File: src/rtl/mcdf_pkg.sv
// Shared types and defaults for the MCDF slave-FIFO arbiter.
// Holds the FSM state type, field widths and default parameter values.
package mcdf_pkg;

    localparam int PRIO_W        = 2;
    localparam int ID_W          = 2;
    localparam int DEF_NCH       = 3;
    localparam int DEF_DW        = 32;
    localparam int DEF_BURST_LEN = 4;

    typedef enum logic [1:0] {
        IDLE,
        ACK,
        CAPT,
        SEND
    } state_e;

endpackage

File: src/rtl/mcdf_rr_prio_sel.sv
// Combinational selector: lowest priority value wins, ties go to the first
// eligible channel in round-robin order starting after last_gnt_i.
module mcdf_rr_prio_sel
    import mcdf_pkg::*;
#(
    parameter int NCH = DEF_NCH
) (
    input  logic [NCH-1:0]        elig_i,
    input  logic [NCH*PRIO_W-1:0] prio_i,
    input  logic [ID_W-1:0]       last_gnt_i,
    output logic                  any_o,
    output logic [ID_W-1:0]       gnt_o
);

    int rank;
    int key;
    int best;

    // Priority dominates the key; round-robin distance only breaks ties.
    always_comb begin
        any_o = 1'b0;
        gnt_o = '0;
        best  = NCH << PRIO_W;
        rank  = 0;
        key   = 0;
        for (int n = 0; n < NCH; n++) begin
            rank = n - int'(last_gnt_i) - 1;
            if (rank < 0) begin
                rank = rank + NCH;
            end
            key = int'(prio_i[n*PRIO_W +: PRIO_W]) * NCH + rank;
            if (elig_i[n] && (key < best)) begin
                best  = key;
                gnt_o = ID_W'(n);
                any_o = 1'b1;
            end
        end
    end

endmodule

File: src/rtl/mcdf_arbiter.sv
// Slave-FIFO read arbiter: one outstanding ack/val read, word forwarded with its channel id.
// First word 4 cycles after request, 3 cycles per burst word; output holds while fmt_ready_i is low.
module mcdf_arbiter
    import mcdf_pkg::*;
#(
    parameter int NCH       = DEF_NCH,
    parameter int DW        = DEF_DW,
    parameter int BURST_LEN = DEF_BURST_LEN
) (
    input  logic                  clk_i,
    input  logic                  rstn_i,
    input  logic [NCH-1:0]        slv_req_i,
    input  logic [NCH-1:0]        slv_val_i,
    input  logic [NCH*DW-1:0]     slv_data_i,
    input  logic [NCH*PRIO_W-1:0] slv_prio_i,
    input  logic [NCH-1:0]        slv_en_i,
    output logic [NCH-1:0]        a2s_ack_o,
    output logic                  arb_val_o,
    output logic [ID_W-1:0]       arb_id_o,
    output logic [DW-1:0]         arb_data_o,
    input  logic                  fmt_ready_i,
    output logic                  arb_err_o
);

    localparam int              CNT_W    = (BURST_LEN > 1) ? $clog2(BURST_LEN) : 1;
    localparam logic [CNT_W-1:0] CNT_LAST = CNT_W'(BURST_LEN - 1);
    localparam logic [ID_W-1:0]  LAST_RST = ID_W'(NCH - 1);

    state_e           state_q, state_d;
    logic [ID_W-1:0]  gnt_q, gnt_d;
    logic [ID_W-1:0]  last_gnt_q, last_gnt_d;
    logic [ID_W-1:0]  id_q, id_d;
    logic [CNT_W-1:0] burst_cnt_q, burst_cnt_d;
    logic [DW-1:0]    data_q, data_d;

    logic [NCH-1:0]   elig;
    logic             any_elig;
    logic [ID_W-1:0]  sel_gnt;
    logic             cur_val;
    logic             cur_elig;
    logic [DW-1:0]    cur_data;
    logic             err;

    assign elig = slv_req_i & slv_en_i;

    mcdf_rr_prio_sel #(
        .NCH (NCH)
    ) u_sel (
        .elig_i     (elig),
        .prio_i     (slv_prio_i),
        .last_gnt_i (last_gnt_q),
        .any_o      (any_elig),
        .gnt_o      (sel_gnt)
    );

    // Per-channel view of the currently granted slave.
    always_comb begin
        cur_val  = 1'b0;
        cur_elig = 1'b0;
        cur_data = '0;
        for (int n = 0; n < NCH; n++) begin
            if (gnt_q == ID_W'(n)) begin
                cur_val  = slv_val_i[n];
                cur_elig = elig[n];
                cur_data = slv_data_i[n*DW +: DW];
            end
        end
    end

    always_comb begin
        state_d     = state_q;
        gnt_d       = gnt_q;
        last_gnt_d  = last_gnt_q;
        burst_cnt_d = burst_cnt_q;
        data_d      = data_q;
        id_d        = id_q;
        err         = 1'b0;
        case (state_q)
            IDLE: begin
                if (any_elig) begin
                    gnt_d   = sel_gnt;
                    state_d = ACK;
                end
            end
            ACK: begin
                state_d = CAPT;
            end
            CAPT: begin
                if (cur_val) begin
                    data_d  = cur_data;
                    id_d    = gnt_q;
                    state_d = SEND;
                end else begin
                    err         = 1'b1;
                    last_gnt_d  = gnt_q;
                    burst_cnt_d = '0;
                    state_d     = IDLE;
                end
            end
            SEND: begin
                if (fmt_ready_i) begin
                    // Enable is re-sampled here so a disabled channel stops after this word.
                    if ((burst_cnt_q < CNT_LAST) && cur_elig) begin
                        burst_cnt_d = burst_cnt_q + CNT_W'(1);
                        state_d     = ACK;
                    end else begin
                        last_gnt_d  = gnt_q;
                        burst_cnt_d = '0;
                        state_d     = IDLE;
                    end
                end
            end
            default: begin
                state_d = IDLE;
            end
        endcase
    end

    always_comb begin
        a2s_ack_o = '0;
        for (int n = 0; n < NCH; n++) begin
            a2s_ack_o[n] = (state_q == ACK) && (gnt_q == ID_W'(n));
        end
    end

    assign arb_val_o  = (state_q == SEND);
    assign arb_id_o   = id_q;
    assign arb_data_o = data_q;
    assign arb_err_o  = err;

    always_ff @(posedge clk_i or negedge rstn_i) begin
        if (!rstn_i) begin
            state_q     <= IDLE;
            gnt_q       <= '0;
            last_gnt_q  <= LAST_RST;
            burst_cnt_q <= '0;
            data_q      <= '0;
            id_q        <= '0;
        end else begin
            state_q     <= state_d;
            gnt_q       <= gnt_d;
            last_gnt_q  <= last_gnt_d;
            burst_cnt_q <= burst_cnt_d;
            data_q      <= data_d;
            id_q        <= id_d;
        end
    end

endmodule

File: config.mk
export PLATFORM = sky130hd
export DESIGN_NAME = mcdf_arbiter
export DESIGN_NICKNAME = d
export VERILOG_FILES = /design/src/rtl/mcdf_pkg.sv /design/src/rtl/mcdf_rr_prio_sel.sv /design/src/rtl/mcdf_arbiter.sv
export SDC_FILE = /design/constraint.sdc
export NUM_CORES = 1
export LEC_CHECK = 0
export BUFFER_PORTS_ARGS = -buffer_cell sky130_fd_sc_hd__buf_4
export CAP_MARGIN = 10
export CORE_AREA = 2 2 118 120
export CTS_CLUSTER_SIZE = 40
export DETAILED_ROUTE_END_ITERATION = 12
export DIE_AREA = 0 0 120 122
export PLACE_DENSITY = 0.8
export RECOVER_POWER = 100
export SYNTH_ARGS = -nofsm -noshare
export SYNTH_HDL_FRONTEND = slang
export SYNTH_HIERARCHICAL = 1
export SYNTH_SLANG_ARGS = --single-unit
export TNS_END_PERCENT = 50
File: constraint.sdc
create_clock -name clk_i -period 9.02 [get_ports clk_i]
set_input_delay 1.804 -clock clk_i [delete_from_list [all_inputs] [get_ports clk_i]]
set_output_delay 1.804 -clock clk_i [all_outputs]
set_load 0.02 [all_outputs]
==> summary.txt, run 1 <==
Setup path
  • Slowest cell delay on critical path: 0.48 ns
  • Worst-path fanout max: 21
  • Most prevalent standard cell on the critical path: sky130_fd_sc_hd__ha_1
  • RR Startpoint: last_gnt_q[1]$_DFFE_PN1P_
  • Data required, critical path: 9.18 ns
  • Reg-to-reg endpoint: gnt_q[1]$_DFFE_PN0P_
  • Crit path max-delay cell type: sky130_fd_sc_hd__fa_1
  • Worst Path Buf+Inv: 5
  • Capture point of the worst path: gnt_q[1]$_DFFE_PN0P_
  • Endpoint kind of the worst setup timing path: flop
  • Startpoint type of the worst setup path: primary input
  • Number of cells on the critical path: 35
  • Reg2reg setup slack: about 1.2 ns
  • Critical Path Source: slv_prio_i[0]
  • Register-to-Register Path Depth: 33
  • Data arrival, critical path: roughly 8.8 ns
  • Cell class contributing the biggest share of worst-path delay: compound AO/OA/AOI/OAI gates
  • Category of the critical setup timing path: primary input to flop

Synthesis
  • Number of cells produced by synthesis: 647
  • Count of different cell masters after synthesis: 78
  • Number of storage elements in the synthesis netlist: 42
  • Adder-cell share of the synthesized area: 25.2%
  • Post-synth top flop: sky130_fd_sc_hd__dfrtp_1
  • Syn Std Cell Area: approximately 0.0059 mm2
  • Sequential cell area fraction in the yosys report: between 10% and 20%
  • Share of Yosys cell area claimed by the top area cell type: roughly a quarter
  • Yosys warnings: 6
  • Cell taking the most area after synthesis: sky130_fd_sc_hd__ha_1
  • Average footprint of a synthesized cell: 9.11 um2
  • Combinational family with the most area after synthesis: adder cells
  • Multiplexer area fraction after synthesis: between 15 and 20%
  • Compound-Gate Fraction of Synth Area: 18.6%
  • Most area-consuming cells after synthesis: sky130_fd_sc_hd__ha_1 (24%), sky130_fd_sc_hd__dfrtp_1 (17%), sky130_fd_sc_hd__mux2_4 (7.4%)
  • Number of flops mapped to enable cells by yosys: 0
  • Synth Area in XOR/XNOR: approximately 1.5%
  • Ys async rst share: 100%
  • Synth Area in Simple Gates: between 10% and 20%

Timing
  • Setup Skew: 0.00541 ns
  • Shortest period the worst path allows: between 8 and 9 ns
  • Final period util: between 90% and 100%
  • Slew at the pin with the worst max-slew slack: 2.23 ns
  • Slack of the critical path: 0.418 ns
  • Max Clk Rate: 116 MHz
  • Worst rel slew slack: -48.5%
  • Final hold violation count: 0
  • Total setup violations reported at the end of the flow: 0
  • Number of slew-limit violations in the final report: 122

Place
  • Input/output buffers: roughly 150
  • Post-Place Worst Slack: -0.0223 ns
  • Detailed placement HPWL: 12.7 mm
  • RePlAce Congestion: approximately 0.96

Clock tree
  • Clk buf depth: 2
  • Worst-skew pair later-pin latency: 0.28 ns
  • Clock-pin transition on the worst setup and hold timing paths: 0.06 ns
  • H-tree depth reported by CTS: 2
  • Root Buffer Master: sky130_fd_sc_hd__clkbuf_16
  • Clock tree from TritonCTS: yes
  • Sinks on the clock net: 42
  • Number of CTS-inserted buffers: 5
  • Count of hold buffers inserted by post-cts repair: 0

Global routing
  • Grt ovf: 0
  • Number of global-route vias before repair: 5175
  • All-layer global routing usage: between 20% and 30%
  • Antenna violations before repair: 0
  • Maximum number of pins on one net before global-route repair: 43
  • Wire length of the first global-routing pass: 25.3 mm

Die
  • Die area: around 0.015 mm2
  • Core box area: 0.0135 mm2
  • Cell row count: 43
  • Ports placed on the boundary: 153
  • Horizontal extent of the die: around 120 um
  • Initial core utilization: approximately 44%
  • Die height: approximately 120 um

Job
  • Count of maximum capacitance violations: 3

Finish
  • Final net count: just over 1000
  • Antenna cell count: 0
  • Layout cell share with drive strength beyond 1: 22.0%
  • Area growth from synthesis to layout: 21.8%
  • Number of fillers in the final layout: 1270
  • Final core utilization: around 53%

Drt
  • First drt pass iteration count: 5
  • Initial detailed-routing violation count: 283
  • Final Routed Wirelength: 15.7 mm
  • Via count: around 5300
  • Avg Vias per Cell: ~5.4
  • Wire length per cell: 15.9 um
  • Final ANT Viol Nets: 0
  • DRC violation count after routing: 0

Power and ir drop
  • Power per unit of standard cell area: 220 mW/mm2
  • Static Leakage: 3.50 nW
  • Worst ir drop on vdd: about 0.14 mV

Outcome
  • Violations in the final reports: max-capacitance violations, max-slew violations
  • Outcome: finished, violations left

Min path
  • Class of the worst hold path: flop to flop
==> area by class of cell <==
| class | instances | area [um2] | area share (%) |
|---|---|---|---|
| Clock inverter | 2 | 13.8 | 0.192 |
| Inverter | 44 | 165 | 2.30 |
| Timing Repair Buffer | 163 | 1090 | 15.2 |
| Multi-Input combinational cell | 547 | 4500 | 62.7 |
| Tap cell | 180 | 225 | 3.14 |
| Sequential cell | 42 | 1050 | 14.7 |
| Clock buffer | 6 | 129 | 1.80 |
==> routing by layer <==
metal / part of all wire, % / wire, um / global-route usage [%]
met4: 1.9 / 297 / 5.29
met5: 0 / 0 / 0
met2: 50 / 7830 / 36.0
met3: 4.4 / 697 / 3.37
met1: 44 / 6870 / 28.2
==> repair_timing <==
action | 4_1_cts | 5_1_grt
hold endpoints to repair | 0 | 0
setup buffers | 0 | 1
endpoints found under the setup margin | 0 | 3
resized for setup | 0 | 13
==> stage by stage <==
stage / power [mW] / cells / hold slack (ns) / instance area (um2) / TNS [ns]
final: 1.58 / 984 / 0.489 / 7180 / 0
after global routing: 1.71 / 984 / 0.501 / 7180 / -0.0808
after floorplan: 1.18 / 662 / 0.457 / 5950 / 0
after global placement: 1.49 / 975 / 0.474 / 7230 / 0
after detailed placement: 1.52 / 975 / 0.491 / 7230 / -0.0424
after CTS: 1.70 / 983 / 0.498 / 7370 / 0
==> cell usage after synthesis (all sizes together), types with 3 or more instances <==
library cell and n:
a21oi 37, xor2 6, a22oi 7, nand4 16
nor2 24, nor2b 5, a21o 18, buf 18
clkbuf 11, or2 3, a2111oi 4, o211a 3
a211oi 3, nand4b 3, xnor2 4, nor4 7
mux2i 37, inv 44, and3 3, a2bb2oi 5
fa 3, o211ai 6, nand3 10, dfrtp 41
o21ai 52, a21boi 3, mux2 38, nor3 8
nand2 67, nand2b 10, and2 5, ha 114
==> flip-flops by register name (all words and copies together), names as in the netlist <==
register and count:
arb_data_o 32, arb_id_o 2, burst_cnt_q 2, gnt_q 2, last_gnt_q 2, state_q 2
==> how the worst min path moves through the flow <==
stage	from	endpoint	slack (ns)	cells past startpoint
global placement	burst_cnt_q[0]$_DFFE_PN0P_	burst_cnt_q[0]$_DFFE_PN0P_	0.47	1
floorplan	burst_cnt_q[0]$_DFFE_PN0P_	burst_cnt_q[0]$_DFFE_PN0P_	0.46	1
CTS	burst_cnt_q[0]$_DFFE_PN0P_	burst_cnt_q[0]$_DFFE_PN0P_	0.50	1
global route	arb_data_o[30]$_DFFE_PN0P_	arb_data_o[30]$_DFFE_PN0P_	0.50	1
detailed placement	burst_cnt_q[0]$_DFFE_PN0P_	burst_cnt_q[0]$_DFFE_PN0P_	0.49	1
finish	arb_data_o[30]$_DFFE_PN0P_	arb_data_o[30]$_DFFE_PN0P_	0.49	1
==> worst register-to-register path: cells and delay by family, from the launching register on <==
family	cells	cell delay [ns]
compound gates	14	2.68
fa+ha+maj	5	1.55
buf+inv	4	0.56
flops	1	0.59
mux	1	0.35
simple gates	9	1.92
==> logic make-up after synthesis <==
family	after synthesis
fa+ha+maj	117
mux	75
flops	42
buf+inv	73
xor+xnor	10
other cells	2
compound gates	155
simple gates	173
==> report_power, final <==
| group | switching, mW | internal, mW |
|---|---|---|
| Combinational | 0.579 | 0.450 |
| Clock | 0.0745 | 0.103 |
| Sequential | 0.0965 | 0.280 |
| Total | 0.750 | 0.833 |
==> placed cells by master, fill, tap and decap left out, types with 7 or more instances in the layout <==
| cell type | count |
|---|---|
| sky130_fd_sc_hd__clkbuf_1 | 42 |
| sky130_fd_sc_hd__nand4_1 | 15 |
| sky130_fd_sc_hd__o21ai_0 | 48 |
| sky130_fd_sc_hd__a21oi_1 | 34 |
| sky130_fd_sc_hd__mux2_2 | 9 |
| sky130_fd_sc_hd__ha_1 | 114 |
| sky130_fd_sc_hd__nand3_1 | 10 |
| sky130_fd_sc_hd__dfrtp_1 | 41 |
| sky130_fd_sc_hd__nand2_1 | 67 |
| sky130_fd_sc_hd__conb_1 | 17 |
| sky130_fd_sc_hd__nand2b_1 | 10 |
| sky130_fd_sc_hd__mux2_1 | 28 |
| sky130_fd_sc_hd__a22oi_1 | 7 |
| sky130_fd_sc_hd__a21o_1 | 18 |
| sky130_fd_sc_hd__inv_1 | 44 |
| sky130_fd_sc_hd__nor2_1 | 23 |
| sky130_fd_sc_hd__mux2i_1 | 35 |
| sky130_fd_sc_hd__buf_4 | 118 |
No activity file was read; power rests on OpenSTA's default activity.
==> run 2, diff against run 1 <==
--- a/config.mk
+++ b/config.mk
@@ -7,10 +7,11 @@
 export LEC_CHECK = 0
 export BUFFER_PORTS_ARGS = -buffer_cell sky130_fd_sc_hd__buf_4
 export CAP_MARGIN = 10
-export CORE_AREA = 2 2 118 120
+export CORE_AREA = 3 3 119 121
 export CTS_CLUSTER_SIZE = 40
 export DETAILED_ROUTE_END_ITERATION = 12
-export DIE_AREA = 0 0 120 122
+export DIE_AREA = 0 0 122 124
+export GPL_TIMING_DRIVEN = 0
 export PLACE_DENSITY = 0.8
 export RECOVER_POWER = 100
 export SYNTH_ARGS = -nofsm -noshare
==> constraint.sdc (replaced) <==
create_clock -name clk_i -period 9.02 [get_ports clk_i]
set_input_delay 1.804 -clock clk_i [delete_from_list [all_inputs] [get_ports clk_i]]
set_output_delay 1.804 -clock clk_i [all_outputs]
set_load 0.05 [all_outputs]
==> run 2 against run 1 <==
The run still ends with max-capacitance violations, max-slew violations left. Fmax shrank 1.1%. Setup slack lost 0.097 ns. Sequential power shrank 10%.
==> summary.txt, run 2 (synthesis gave the netlist of run 1 again) <==
Die
  • Die area: 0.0151 mm2 (+3.3%)
  • Initial core utilization: 44.7% (+1.0 points)
  • Cell row count: 42 (-2.3%)
  • Ports placed on the boundary: 153 (unchanged)
  • Core box area: 0.0132 mm2 (-2.3%)
  • Horizontal extent of the die: 122 um (+1.7%)
  • Die height: 124 um (+1.6%)

Drt
  • First drt pass iteration count: 5 (unchanged)
  • Via count: 5487 (+3.0%)
  • DRC violation count after routing: 0 (unchanged)
  • Final ANT Viol Nets: 0 (unchanged)
  • Final Routed Wirelength: 16.5 mm (+5.2%)
  • Avg Vias per Cell: 5.47 (+0.91%)
  • Wire length per cell: 16.4 um (+3.1%)
  • Initial detailed-routing violation count: 313 (+11%)

Finish
  • Most common library cell in the layout ignoring fill and taps: sky130_fd_sc_hd__buf_4
  • Max FFs per register: 32 (unchanged)
  • Layout cell share with drive strength beyond 1: 22.8% (+0.81 points)
  • Footprint of the multi-input gates: 0.00453 mm2 (+0.61%)
  • Final core utilization: 55.5% (+2.3 points)
  • Area of all sequential standard cells: 0.00105 mm2 (unchanged)
  • Commonest cells after routing, fill and taps aside: sky130_fd_sc_hd__buf_4 (118), sky130_fd_sc_hd__ha_1 (114), sky130_fd_sc_hd__nand2_1 (67)
  • Area growth from synthesis to layout: 24.1%
  • Number of fillers in the final layout: 1214 (-4.4%)
  • Antenna cell count: 0 (unchanged)
  • Final net count: 1058 (+2.3%)
  • Non-filler instance count after layout: 1004 (+2.0%)

Min path
  • Class of the worst hold path: flop to flop
  • Hold depth: 1 (unchanged)
  • Endpoint of the worst hold-timing path: burst_cnt_q[0]$_DFFE_PN0P_
  • Start point of the worst min-delay path: burst_cnt_q[0]$_DFFE_PN0P_

Clock tree
  • Clock-pin transition on the worst setup and hold timing paths: 0.06 ns (about the same)
  • Worst-skew pair later-pin latency: 0.28 ns (about the same)
  • Count of hold buffers inserted by post-cts repair: 0 (unchanged)
  • Root Buffer Master: sky130_fd_sc_hd__clkbuf_16
  • Sinks on the clock net: 42 (unchanged)
  • Clk buf depth: 2 (unchanged)
  • Clock tree from TritonCTS: yes
  • Number of CTS-inserted buffers: 5 (unchanged)
  • H-tree depth reported by CTS: 2 (unchanged)

Power and ir drop
  • Worst ir drop on vdd: 0.192 mV (+41%)
  • Power per unit of standard cell area: 249 mW/mm2 (+13%)
  • Static Leakage: 3.58 nW (+2.3%)

Global routing
  • Number of global-route vias before repair: 5333 (+3.1%)
  • All-layer global routing usage: 20.9% (-0.36 points)
  • Grt ovf: 0 (unchanged)
  • Antenna violations before repair: 0 (unchanged)
  • Wire length of the first global-routing pass: 25.5 mm (+0.92%)
  • Maximum number of pins on one net before global-route repair: 43 (unchanged)

Job
  • Count of maximum capacitance violations: 1 (-2)

Timing
  • Final hold violation count: 0 (unchanged)
  • Setup Skew: 0.00552 ns (+0.000112 ns)
  • Max Clk Rate: 115 MHz (-1.1%)
  • Shortest period the worst path allows: 8.70 ns (+0.0967 ns)
  • Total setup violations reported at the end of the flow: 0 (unchanged)
  • Number of slew-limit violations in the final report: 43 (-65%)
  • Slew at the pin with the worst max-slew slack: 2.25 ns (+0.0219 ns)
  • Final period util: 96.4% (+1.1 points)
  • Worst rel slew slack: -50.0% (-1.5 points)

Place
  • Placed Instances: 990 (+1.5%)
  • Detailed placement HPWL: 13.5 mm (+6.2%)
  • Input/output buffers: 152 (unchanged)
  • RePlAce Congestion: 0.924 (-3.5%)

Outcome
  • Violations in the final reports: max-capacitance violations, max-slew violations
  • Outcome: finished, violations left

Setup path
  • Data arrival, critical path: 8.86 ns (+0.09 ns)
  • Most prevalent standard cell on the critical path: sky130_fd_sc_hd__ha_1
  • Reg2reg setup slack: 0.89 ns (-0.35 ns)
  • Register-to-Register Path Depth: 34 (+3.0%)
  • Reg-to-reg endpoint: gnt_q[0]$_DFFE_PN0P_
  • Worst-path fanout max: 10 (-52%)
  • Category of the critical setup timing path: primary input to flop
  • Data required, critical path: 9.18 ns (about the same)
  • RR Startpoint: last_gnt_q[1]$_DFFE_PN1P_
  • Crit path max-delay cell type: sky130_fd_sc_hd__or4_1
  • Startpoint type of the worst setup path: primary input
  • Slowest cell delay on critical path: 0.43 ns (-0.05 ns)
  • Endpoint kind of the worst setup timing path: flop
run 2: cell count changes in the layout (fill, tap and decap cells not counted), moves of 2 or more:
cell and delta:
sky130_fd_sc_hd__buf_6 +2, sky130_fd_sc_hd__mux2_4 +2, sky130_fd_sc_hd__buf_2 +5, sky130_fd_sc_hd__a2bb2oi_1 +2, sky130_fd_sc_hd__mux2_1 -2, sky130_fd_sc_hd__a2bb2oi_2 -2
sky130_fd_sc_hd__clkbuf_4 +3, sky130_fd_sc_hd__clkbuf_1 +13
run 2: critical path: cells and delay by family:
kind | cells | cell delay, ns
mux | 1 | 0.36
compound gates | 16 | 2.95
simple gates | 9 | 1.63
fa+ha+maj | 5 | 1.53
buf+inv | 5 | 0.55
run 2: worst max path at each step:
| stage | from | end | slack (ns) | depth (start not counted) |
|---|---|---|---|---|
| after floorplan | slv_prio_i[0] | gnt_q[0]$_DFFE_PN0P_ | 0.55 | 35 |
| after global placement | slv_prio_i[0] | gnt_q[1]$_DFFE_PN0P_ | -0.58 | 36 |
| after detailed placement | slv_prio_i[0] | gnt_q[0]$_DFFE_PN0P_ | -0.63 | 36 |
| after CTS | slv_prio_i[0] | gnt_q[0]$_DFFE_PN0P_ | 0.03 | 36 |
| after global routing | slv_prio_i[0] | gnt_q[0]$_DFFE_PN0P_ | -0.01 | 36 |
| final | slv_prio_i[0] | gnt_q[0]$_DFFE_PN0P_ | 0.32 | 36 |
run 2: stage by stage:
| stage | hold slack [ns] | setup TNS [ns] | cell area, um2 | worst slack (ns) | power, mW |
|---|---|---|---|---|---|
| 2_1_floorplan | 0.457 | 0 | 5950 | 0.548 | 1.37 |
| 3_3_place_gp | 0.473 | -1.62 | 7310 | -0.575 | 1.71 |
| 3_5_place_dp | 0.482 | -1.82 | 7310 | -0.630 | 1.73 |
| 4_1_cts | 0.490 | 0 | 7480 | 0.0286 | 1.93 |
| 5_1_grt | 0.511 | -0.0269 | 7310 | -0.0133 | 1.96 |
| 6_report | 0.488 | 0 | 7310 | 0.321 | 1.82 |
run 2: area by class of cell:
class / count / share of cell area (%)
multi-input cells: 548 / 62.0
flip-flops and latches: 42 / 14.4
repair buffers: 157 / 14.1
well taps: 176 / 3.01
plain buffers: 29 / 2.33
inverters: 44 / 2.26
clock buffers: 6 / 1.76
clock inverters: 2 / 0.188
run 2: repair_timing:
action / in CTS / in global routing
gates resized for setup: 7 / 14
buffers inserted: 0 / 5
cloned: 0 / 1
setup endpoints to repair: 3 / 3
pin swaps: 0 / 7
run 2: power breakdown:
group / internal [mW] / switching (mW) / leakage, nW
clock: 0.103 / 0.0733 / 0.0708
combinational: 0.473 / 0.838 / 3.00
sequential: 0.281 / 0.0561 / 0.512
run 2: layer usage:
layer  wire length (um)  GRT usage, %  vias up
li1                   -             -     2702
met1               7180          28.1     2603
met2               8150          35.2      160
met3                865          3.09       22
met4                317          5.18        0
met5                  0             0        -
==> run 3, diff against run 2 <==
--- a/config.mk
+++ b/config.mk
@@ -14,6 +14,7 @@
 export GPL_TIMING_DRIVEN = 0
 export PLACE_DENSITY = 0.8
 export RECOVER_POWER = 100
+export SLEW_MARGIN = 20
 export SYNTH_ARGS = -nofsm -noshare
 export SYNTH_HDL_FRONTEND = slang
 export SYNTH_HIERARCHICAL = 1
==> constraint.sdc (replaced) <==
create_clock -name clk_i -period 8.7 [get_ports clk_i]
set_input_delay 1.74 -clock clk_i [delete_from_list [all_inputs] [get_ports clk_i]]
set_output_delay 1.74 -clock clk_i [all_outputs]
set_load 0.05 [all_outputs]
==> run 3 against run 2 <==
Combinational power increased by 6%. Global-route usage grew 0.39 points. The flow still finishes with violations (max-capacitance violations, max-slew violations). Setup slack got worse by 0.077 ns. Largest power group unchanged. Count of clock-buffer cells in the layout stayed put.
==> summary.txt, run 3 (synthesis gave the netlist of run 1 again) <==
Setup path
  • Startpoint type of the worst setup path: primary input
  • Critical Path Source: slv_prio_i[0]
  • Reg-to-reg endpoint: gnt_q[0]$_DFFE_PN0P_
  • RR Startpoint: last_gnt_q[1]$_DFFE_PN1P_
  • Data arrival, critical path: 8.62 ns (-0.24 ns)
  • Register-to-Register Path Depth: 35 (+2.9%)
  • Slowest cell delay on critical path: 0.44 ns (about the same)
  • Worst-path fanout max: 10 (unchanged)
  • Crit path max-delay cell type: sky130_fd_sc_hd__or4_1
  • Endpoint kind of the worst setup timing path: flop
  • Category of the critical setup timing path: primary input to flop
  • Reg2reg setup slack: 0.80 ns (-0.09 ns)
  • Data required, critical path: 8.86 ns (-0.32 ns)

Drt
  • DRC violation count after routing: 0 (unchanged)
  • Final ANT Viol Nets: 0 (unchanged)
  • Via count: 5544 (+1.0%)
  • First drt pass iteration count: 5 (unchanged)
  • Avg Vias per Cell: 5.47 (+0.14%)
  • Wire length per cell: 16.5 um (+0.40%)
  • Initial detailed-routing violation count: 328 (+4.8%)
  • Final Routed Wirelength: 16.7 mm (+1.3%)

Job
  • Count of maximum capacitance violations: 1 (unchanged)

Clock tree
  • Clock-pin transition on the worst setup and hold timing paths: 0.06 ns (about the same)
  • Clk buf depth: 2 (unchanged)
  • Root Buffer Master: sky130_fd_sc_hd__clkbuf_16
  • Sinks on the clock net: 42 (unchanged)
  • H-tree depth reported by CTS: 2 (unchanged)
  • Count of hold buffers inserted by post-cts repair: 0 (unchanged)
  • Worst-skew pair later-pin latency: 0.28 ns (about the same)
  • Number of CTS-inserted buffers: 5 (unchanged)
  • Clock tree from TritonCTS: yes

Finish
  • Area growth from synthesis to layout: 25.8%
  • Antenna cell count: 0 (unchanged)
  • Most common library cell in the layout ignoring fill and taps: sky130_fd_sc_hd__buf_4
  • Layout cell share with drive strength beyond 1: 24.6% (+1.8 points)
  • Commonest cells after routing, fill and taps aside: sky130_fd_sc_hd__buf_4 (126), sky130_fd_sc_hd__ha_1 (110), sky130_fd_sc_hd__nand2_1 (66)
  • Max FFs per register: 32 (unchanged)
  • Final net count: 1067 (+0.85%)
  • Final core utilization: 56.2% (+0.77 points)

Power and ir drop
  • Worst ir drop on vdd: 0.199 mV (+3.7%)
  • Power per unit of standard cell area: 259 mW/mm2 (+4.0%)
  • Static Leakage: 3.62 nW (+1.2%)
  • Total Power Consumption: 1.92 mW (+5.4%)

Die
  • Ports placed on the boundary: 153 (unchanged)
  • Die height: 124 um (unchanged)
  • Cell row count: 42 (unchanged)
  • Core box area: 0.0132 mm2 (unchanged)
  • Initial core utilization: 44.7% (unchanged)
  • Horizontal extent of the die: 122 um (unchanged)
  • Die area: 0.0151 mm2 (unchanged)

Timing
  • Final period util: 97.2%
  • Total setup violations reported at the end of the flow: 0 (unchanged)
  • Max Clk Rate: 118 MHz
  • Worst rel slew slack: -50.2% (-0.17 points)
  • Slew at the pin with the worst max-slew slack: 2.25 ns (+0.00255 ns)
  • Worst slack on hold paths: 0.488 ns (+0.0000910 ns)
  • Total Negative Setup Slacks: 0 ns (unchanged)
  • Shortest period the worst path allows: ~8.5 ns
  • Setup Skew: 0.00622 ns (+0.000702 ns)
  • Number of slew-limit violations in the final report: 43 (unchanged)
  • Final hold violation count: 0 (unchanged)

Global routing
  • Antenna violations before repair: 0 (unchanged)
  • All-layer global routing usage: 21.2% (+0.39 points)
  • Wire length of the first global-routing pass: 26.0 mm (+1.7%)
  • Grt ovf: 0 (unchanged)
  • Number of global-route vias before repair: 5388 (+1.0%)
  • Maximum number of pins on one net before global-route repair: 43 (unchanged)

Place
  • Input/output buffers: 152 (unchanged)
  • Detailed placement HPWL: 13.5 mm (unchanged)
  • RePlAce Congestion: 0.924 (unchanged)

Min path
  • Endpoint of the worst hold-timing path: burst_cnt_q[0]$_DFFE_PN0P_
  • Hold depth: 1 (unchanged)
  • Start point of the worst min-delay path: burst_cnt_q[0]$_DFFE_PN0P_
  • Class of the worst hold path: flop to flop

Outcome
  • Outcome: finished, violations left
  • Violations in the final reports: max-capacitance violations, max-slew violations
## run 3: final cells by class
type                    count  area, um2
plain buffers              29        178
clock buffers               6        129
clock inverters             2       13.8
fillers                  1198       5770
inverters                  44        165
multi-input cells         548       4560
flip-flops and latches     42       1050
well taps                 176        220
repair buffers            166       1100
## run 3: through the flow
| step | cells | setup WS (ns) | area, um2 |
|---|---|---|---|
| floorplan | 662 | 0.292 | 5950 |
| global placement | 990 | -0.831 | 7310 |
| detailed placement | 990 | -0.886 | 7310 |
| CTS | 1000 | 0.0151 | 7520 |
| global route | 1013 | -0.119 | 7420 |
| finish | 1013 | 0.244 | 7420 |
## run 3: worst max-delay path, delay by kind of cell
kind,cells,cell delay (ns)
multiplexers,1,0.37
AND/OR/NAND/NOR,9,1.59
buffers and inverters,8,0.86
AO/OA/AOI/OAI,16,2.64
adder cells (fa/ha/maj),5,1.42
## run 3: worst max-delay path by stage
stage,endpoint,slack (ns),depth (start not counted)
finish,gnt_q[0]$_DFFE_PN0P_,0.24,39
detailed placement,gnt_q[0]$_DFFE_PN0P_,-0.89,36
CTS,gnt_q[0]$_DFFE_PN0P_,0.02,39
floorplan,gnt_q[0]$_DFFE_PN0P_,0.29,35
global route,state_q[0]$_DFFE_PN0P_,-0.12,38
global placement,gnt_q[1]$_DFFE_PN0P_,-0.83,36
## run 3: timing repair
item | 4_1_cts | 5_1_grt
setup buffers | 1 | 13
pin swaps | 3 | 14
resized for setup | 11 | 20
setup endpoints to repair | 3 | 3
cloned | 1 | 0
endpoints found under the hold margin | 0 | 0
## run 3: layer usage
layer  vias to the layer above  GRT usage (%)  routed length, um
met4                         0           5.53                405
met2                       156           36.0               8190
met5                         -              0                  0
met3                        31           3.22                804
li1                       2724              -                  -
met1                      2633           28.4               7330
## run 3: report_power, final
part / total (mW) / switching, mW / internal, mW
registers: 0.349 / 0.0579 / 0.291
logic: 1.39 / 0.880 / 0.512
clock network: 0.182 / 0.0760 / 0.106
total: 1.92 / 1.01 / 0.909
